$ cat config.mk
export PLATFORM = sky130hd
export DESIGN_NAME = byte_serial_adder
export DESIGN_NICKNAME = d
export VERILOG_FILES = /design/src/rtl/byte_serial_adder.sv
export SDC_FILE = /design/constraint.sdc
export NUM_CORES = 1
export LEC_CHECK = 0
export ABC_AREA = 0
export CAP_MARGIN = 20
export CORE_AREA = 2 2 106 159
export DETAILED_ROUTE_END_ITERATION = 16
export DIE_AREA = 0 0 108 161
export GPL_TIMING_DRIVEN = 0
export HOLD_SLACK_MARGIN = 0.03
export PLACE_DENSITY = 0.6
export SETUP_SLACK_MARGIN = 0.2
export SYNTH_ARGS = -nofsm -noshare
export SYNTH_HDL_FRONTEND = slang
export SYNTH_SLANG_ARGS = --single-unit
$ cat constraint.sdc
create_clock -name clk -period 4.15 [get_ports clk]
set_input_delay 1.245 -clock clk [delete_from_list [all_inputs] [get_ports clk]]
set_output_delay 1.245 -clock clk [all_outputs]
set_load 0.05 [all_outputs]
$ cat src/rtl/byte_serial_adder.sv
// byte_serial_adder
//   Multi-cycle wide adder. Operands are accepted on an in_valid/in_ready
//   handshake, then added one byte per clock through an 8-bit
//   carry-lookahead slice with the carry registered between bytes. The
//   result is presented on an out_valid/out_ready handshake.
//
// Parameters
//   NBYTES     operand width in bytes (1..16), W = 8*NBYTES
//
// Ports
//   clk        system clock, rising edge
//   reset      synchronous, active-high reset
//   a, b       W-bit operands, sampled on input handshake
//   cin        carry into byte 0
//   in_valid   operands valid
//   in_ready   block can accept operands (IDLE only)
//   sum        registered W-bit result
//   cout       carry out of the MSB
//   overflow   two's-complement signed overflow
//   out_valid  result valid
//   out_ready  consumer accepts result
//
// Build option
//   BYTE_SERIAL_ADDER_SATURATE_EN  when defined, a signed overflow replaces
//   sum with the saturated value (0x7F..FF or 0x80..00); cout stays raw.
//
// state | meaning
// IDLE  | waiting for operands, in_ready=1
// RUN   | adding one byte per cycle, LSB first
// DONE  | result held, out_valid=1 until out_ready
module byte_serial_adder #(
    parameter int NBYTES = 4
) (
    input  logic                  clk,
    input  logic                  reset,
    input  logic [8*NBYTES-1:0]   a,
    input  logic [8*NBYTES-1:0]   b,
    input  logic                  cin,
    input  logic                  in_valid,
    output logic                  in_ready,
    output logic [8*NBYTES-1:0]   sum,
    output logic                  cout,
    output logic                  overflow,
    output logic                  out_valid,
    input  logic                  out_ready
);

    localparam int W    = 8 * NBYTES;
    localparam int IDXW = (NBYTES > 1) ? $clog2(NBYTES) : 1;
    localparam logic [IDXW-1:0] LAST_IDX = IDXW'(NBYTES - 1);

    typedef enum logic [1:0] {
        IDLE = 2'd0,
        RUN  = 2'd1,
        DONE = 2'd2
    } state_t;

    state_t          state_q, state_d;
    logic [W-1:0]    a_sh_q, a_sh_d;
    logic [W-1:0]    b_sh_q, b_sh_d;
    logic [W-1:0]    sum_q, sum_d;
    logic            carry_q, carry_d;
    logic            cout_q, cout_d;
    logic            overflow_q, overflow_d;
    logic [IDXW-1:0] idx_q, idx_d;

    logic [7:0]      sl_sum;
    logic            sl_g, sl_p;
    logic            carry_next;
    logic [W+7:0]    sum_shift;
    logic            ovf_now;

    // 8-bit carry-lookahead slice on the low byte of the operand shift
    // registers. Group generate/propagate feed the inter-byte carry.
    always_comb begin
        logic [7:0] g;
        logic [7:0] p;
        logic       c;
        logic       gg;
        g  = a_sh_q[7:0] & b_sh_q[7:0];
        p  = a_sh_q[7:0] ^ b_sh_q[7:0];
        c  = carry_q;
        gg = 1'b0;
        sl_sum = '0;
        for (int i = 0; i < 8; i++) begin
            sl_sum[i] = p[i] ^ c;
            c         = g[i] | (p[i] & c);
            gg        = g[i] | (p[i] & gg);
        end
        sl_g       = gg;
        sl_p       = &p;
        carry_next = sl_g | (sl_p & carry_q);
        // New byte enters at the MSB end; works for NBYTES=1 too.
        sum_shift  = {sl_sum, sum_q} >> 8;
        // On the last byte the low slice byte holds the operand MSBs.
        ovf_now    = (a_sh_q[7] == b_sh_q[7]) && (sl_sum[7] != a_sh_q[7]);
    end

    always_comb begin
        state_d    = state_q;
        a_sh_d     = a_sh_q;
        b_sh_d     = b_sh_q;
        sum_d      = sum_q;
        carry_d    = carry_q;
        cout_d     = cout_q;
        overflow_d = overflow_q;
        idx_d      = idx_q;
        case (state_q)
            IDLE: begin
                if (in_valid) begin
                    a_sh_d  = a;
                    b_sh_d  = b;
                    carry_d = cin;
                    idx_d   = '0;
                    state_d = RUN;
                end
            end
            RUN: begin
                a_sh_d  = a_sh_q >> 8;
                b_sh_d  = b_sh_q >> 8;
                sum_d   = sum_shift[W-1:0];
                carry_d = carry_next;
                idx_d   = idx_q + 1'b1;
                if (idx_q == LAST_IDX) begin
                    cout_d     = carry_next;
                    overflow_d = ovf_now;
                    idx_d      = '0;
                    state_d    = DONE;
`ifdef BYTE_SERIAL_ADDER_SATURATE_EN
                    if (ovf_now) begin
                        sum_d = a_sh_q[7] ? {1'b1, {(W-1){1'b0}}}
                                          : {1'b0, {(W-1){1'b1}}};
                    end
`endif
                end
            end
            DONE: begin
                if (out_ready) begin
                    state_d = IDLE;
                end
            end
            default: state_d = IDLE;
        endcase
    end

    always_ff @(posedge clk) begin
        if (reset) begin
            state_q    <= IDLE;
            a_sh_q     <= '0;
            b_sh_q     <= '0;
            sum_q      <= '0;
            carry_q    <= 1'b0;
            cout_q     <= 1'b0;
            overflow_q <= 1'b0;
            idx_q      <= '0;
        end else begin
            state_q    <= state_d;
            a_sh_q     <= a_sh_d;
            b_sh_q     <= b_sh_d;
            sum_q      <= sum_d;
            carry_q    <= carry_d;
            cout_q     <= cout_d;
            overflow_q <= overflow_d;
            idx_q      <= idx_d;
        end
    end

    assign in_ready  = (state_q == IDLE) && !reset;
    assign out_valid = (state_q == DONE);
    assign sum       = sum_q;
    assign cout      = cout_q;
    assign overflow  = overflow_q;

endmodule

# ---- Word-level counts from Yosys, hierarchy flattened
# Cells that the tools add are included.
# Widths: inputs -> output; s select.
dict set report totals {
  regBits 103
  latchBits 0
  mem_bits_rw 0
  romBits 0
  inputBits 69
  word_cells 79
  n_memories 0
}
dict set report classes {
  addsub 1
  n_mul 0
  div_mod_pow 0
  n_lt_le_gt_ge 0
  eq_ne 8
  shifts 0
  n_mux 13
  bitwise 40
  reduce_logical 9
}
# operator n
set ops {}
lappend ops {{$pmux 32 s2} 2}
lappend ops {{$mux 32} 2}
lappend ops {{$and 1x1->1} 15}
lappend ops {{$or 1x1->1} 15}
lappend ops {{$mux 2} 5}
lappend ops {{$and 8x8->8} 1}
lappend ops {{$reduce_and 8->1} 1}
lappend ops {{$xor 1x1->1} 8}
lappend ops {{$xor 8x8->8} 1}
lappend ops {{$pmux 2 s3} 1}
lappend ops {{$eq 2x2->1 const B} 2}
lappend ops {{$ne 2x2->1 const B} 2}
lappend ops {{$pmux 2 s2} 1}
lappend ops {{$reduce_and 2->1} 2}
lappend ops {{$reduce_and 3->1} 1}
lappend ops {{$add 2x1->2 const B} 1}
lappend ops {{$eq 2x1->1 const B} 1}
lappend ops {{$logic_and 1x1->1} 2}
lappend ops {{$logic_not 2->1} 1}
lappend ops {{$ne 2x1->1 const B} 1}
lappend ops {{$pmux 1 s2} 1}
lappend ops {{$reduce_bool 2->1} 1}
lappend ops {{$eq 1x1->1} 1}
lappend ops {{$logic_not 1->1} 1}
lappend ops {{2 further kinds} 2}

# ---- Logic depth before layout (Yosys ltp)
dict set report depth {
  word_depth 18
  depth_mapped 13
}

# ---- Worst setup path before layout
# Ideal clock, no wire load.
dict set report synth_path {
  path_kind {input port to output port}
  from {input port reset}
  to {output port in_ready}
  arrival_ns 2.818
  path_slack_ns 0.087
  cell_stages 4
  path_buffers 3
  cell_sequence {clkbuf_1 -> clkbuf_1 -> buf_1 -> nor3_1}
}
dict set report synth_between {
  elab_chain_len 2
}
# element line
set synth_rtl {}
lappend synth_rtl {{start: declaration} 35} ;# input logic reset,
lappend synth_rtl {{$logic_not 1->1} 168} ;# assign in_ready = (state_q == IDLE) && !reset;
lappend synth_rtl {{$logic_and 1x1->1} 168}
lappend synth_rtl {{end: declaration} 40} ;# output logic in_ready,
# Every way passes these cells.

# ---- Worst setup path in the final report
# Ends and elaborated chain as after synthesis.

==> results.tsv <==
stage	metric	value	unit
place	detailedPlace.worstSlack	-0.306	ns
routing	detail-route-antenna-nets	0	
sta	max-slew-margin-rel	62.2	%
synthesis	synthArstFlopShare	0	%
routing	drt_first_pass_iters	4	
synthesis	synth.largest_area_cell	dfxtp_1	
place	placed_cell_area	0.00602	mm²
global_routing	first_global_vias	4264	
worst_setup_path	crit_path_start_kind	input port	
clock_tree	cts-root-buf	clkbuf_16	
place	dp_hpwl	10100	µm
clock_tree	clock_sinks	103	
worst_setup_path	r2r_cells	13	
flow_run	drv_cap	0	
routing	detail_route.wl_per_cell	13.7	µm
routing	vias	4317	
sta	finalHoldViolCount	0	
layout	fin_area	0.00630	mm²
layout	n_antenna_cell	0	
synthesis	yosysUniqueCellTypes	29	
worst_setup_path	cp_max_fo	10	
routing	drc	0	
sta	setup_ws	0.362	ns
global_routing	grt_pass1_wl	20800	µm
routing	wl	12900	µm
floorplanning	rows	57	
outcome	outcome	completed	
global_routing	antenna_found_initial	0	
synthesis	synth_most_common_cell	nor2_1	
power_and_ir_drop	power_leakage	0.00252	µW
floorplanning	core	0.0160	mm²
synthesis	yosysWarningCount	0	
clock_tree	path_clk_slew	0.07	ns
layout	areaGrowthSynthToFinish	33.3	%
clock_tree	cts_buffers	9	
floorplanning	die_area	0.0174	mm²
sta	timing.fmax	264	MHz
worst_setup_path	cp.required	2.90	ns
synthesis	synth_area_per_cell	7.64	µm²
global_routing	grt-ovfl-total	0	
clock_tree	cts_tree	built	
floorplanning	die_h	161	µm
clock_tree	cts_buffer_depth	2	
worst_setup_path	r2r_end	overflow	
clock_tree	cts_resized	3	
sta	fin_skew	0.00967	ns
clock_tree	post_cts_buffers	0	
place	place.gp.congestion	0.779	
layout	drive_gt1_share	6.23	%
sta	report.final.setup_viol	0	
synthesis	yosysSeqAreaShare	43.6	%
synthesis	synth.area.top_cells	dfxtp_1 (44%), nor2_1 (13%), a21oi_1 (8.7%)	
floorplanning	pin_count	105	
routing	drt_first_iter_violations	190	
worst_setup_path	cp-end-kind	output pin	
sta	worst_pin_slew	0.567	ns
synthesis	syn_inst	619	
synthesis	synth_common_cells	nor2_1 (164), dfxtp_1 (103), a21oi_1 (82), nand2_1 (60), nor3_1 (49)	
synthesis	synth-edff-count	0	
synthesis	synth_top_area_share	43.6	%
worst_setup_path	rr_startpoint	a_sh_q[0]	
global_routing	grt_max_degree	19	
power_and_ir_drop	finalPower	2390	µW
global_routing	grt_usage	15.4	%
synthesis	synth.ff_latch_count	103	
synthesis	syn-num-nets	704	
routing	via_per_inst	4.57	
worst_setup_path	cp.arrival	2.54	ns
sta	hold_slack	0.455	ns
sta	post-route-period-util	91.3	%
worst_setup_path	worst-setup-path-type	in -> out	
clock_tree	postCtsHoldBufs	0	
worst_setup_path	r2r_setup_slack	0.48	ns
worst_hold_path	hold_path_end	sum[5]	
power_and_ir_drop	power_density	378	mW/mm²
power_and_ir_drop	max-vdd-ir-drop	0.205	mV
sta	drv_slew	0	
worst_hold_path	worstHoldPathType	reg -> reg	
clock_tree	clock_latency	0.35	ns
worst_hold_path	min_from	sum[5]	
floorplanning	initial_core_util	29.5	%
worst_hold_path	hold_path_depth	2	
place	port_buffers	103	
layout	nets	818	
clock_tree	htree_levels	3	
sta	min_period	3.79	ns
floorplanning	die_width	108	µm
synthesis	synth_area	0.00473	mm²
sta	rsz0062_at_grt	false	
synthesis	ys.flop_type	dfxtp_1	
## metal layers
| metal | vias to the layer above | GRT usage [%] | wire [µm] |
|---|---|---|---|
| li1 | 2260 | - | - |
| met1 | 1965 | 17.7 | 5410 |
| met2 | 79 | 28.2 | 6830 |
| met3 | 13 | 1.74 | 399 |
| met4 | 0 | 6.64 | 260 |
| met5 | - | 0 | 0 |
## stage by stage
step | instances | util (%) | TNS, ns
after floorplan | 619 | - | 0
after global placement | 928 | 37.5 | -0.284
after detailed placement | 928 | 37.5 | -0.306
after CTS | 944 | 39.3 | 0
after global routing | 944 | 39.3 | 0
final | 944 | 39.3 | 0
## sequential cells by signal, indices dropped and copies added (netlist names)
| signal | count |
|---|---|
| b_sh_q | 32 |
| state_q | 2 |
| sum | 32 |
| overflow | 1 |
| carry_q | 1 |
| idx_q | 2 |
| a_sh_q | 32 |
| cout | 1 |
## where the power goes
group	leakage [µW]	internal, µW	switching (µW)
registers	0.000846	1060	48.8
logic	0.00154	211	259
clock network	0.000138	414	396
total	0.00252	1680	704
## critical path: stages
cell and delay [ns]:
clkbuf_1 0.19, clkbuf_2 0.28, buf_2 0.31, nor3_2 0.06, dlygate4sd2_1 0.44
## worst max path at each step
stage	from	end	slack [ns]	cells past startpoint
after CTS	reset	in_ready	0.35	5
after global routing	reset	in_ready	0.27	5
final	reset	in_ready	0.36	5
after detailed placement	reset	in_ready	-0.31	5
after global placement	reset	in_ready	-0.28	5
after floorplan	reset	in_ready	0.51	4
## final cells by class
cell class / instances / area [µm²]
plain buffers: 48 / 258
clock buffers: 9 / 225
repair buffers: 103 / 1030
clock inverters: 7 / 55.1
flip-flops and latches: 103 / 2060
well taps: 206 / 258
multi-input cells: 462 / 2390
fillers: 1736 / 9740
inverters: 6 / 22.5
## cell usage in the layout, fill, tap and decap left out, types with 4 or more instances in the layout
master and count:
ha_1 9, buf_4 15, nor2_1 164, clkbuf_1 17, inv_1 6, clkdlybuf4s50_1 102
nor2b_1 48, fa_1 7, clkbuf_16 9, nor3_1 48, a21oi_1 82, a211oi_1 10
buf_1 4, buf_2 9, nand2_1 60, dfxtp_1 103, a22oi_1 17
## logic make-up (layout without fill, tap and decap cells)
| kind of cell | count (synthesis) | after routing | synth area share (%) |
|---|---|---|---|
| AND/OR/NAND/NOR | 328 | 328 | 30.7 |
| AO/OA/AOI/OAI | 116 | 116 | 14.1 |
| adder cells (fa/ha/maj) | 16 | 16 | 5.34 |
| XOR/XNOR | 2 | 2 | 0.370 |
| buffers and inverters | 54 | 173 | 5.87 |
| flip-flops | 103 | 103 | 43.6 |
(Power assumes the default switching activity.)
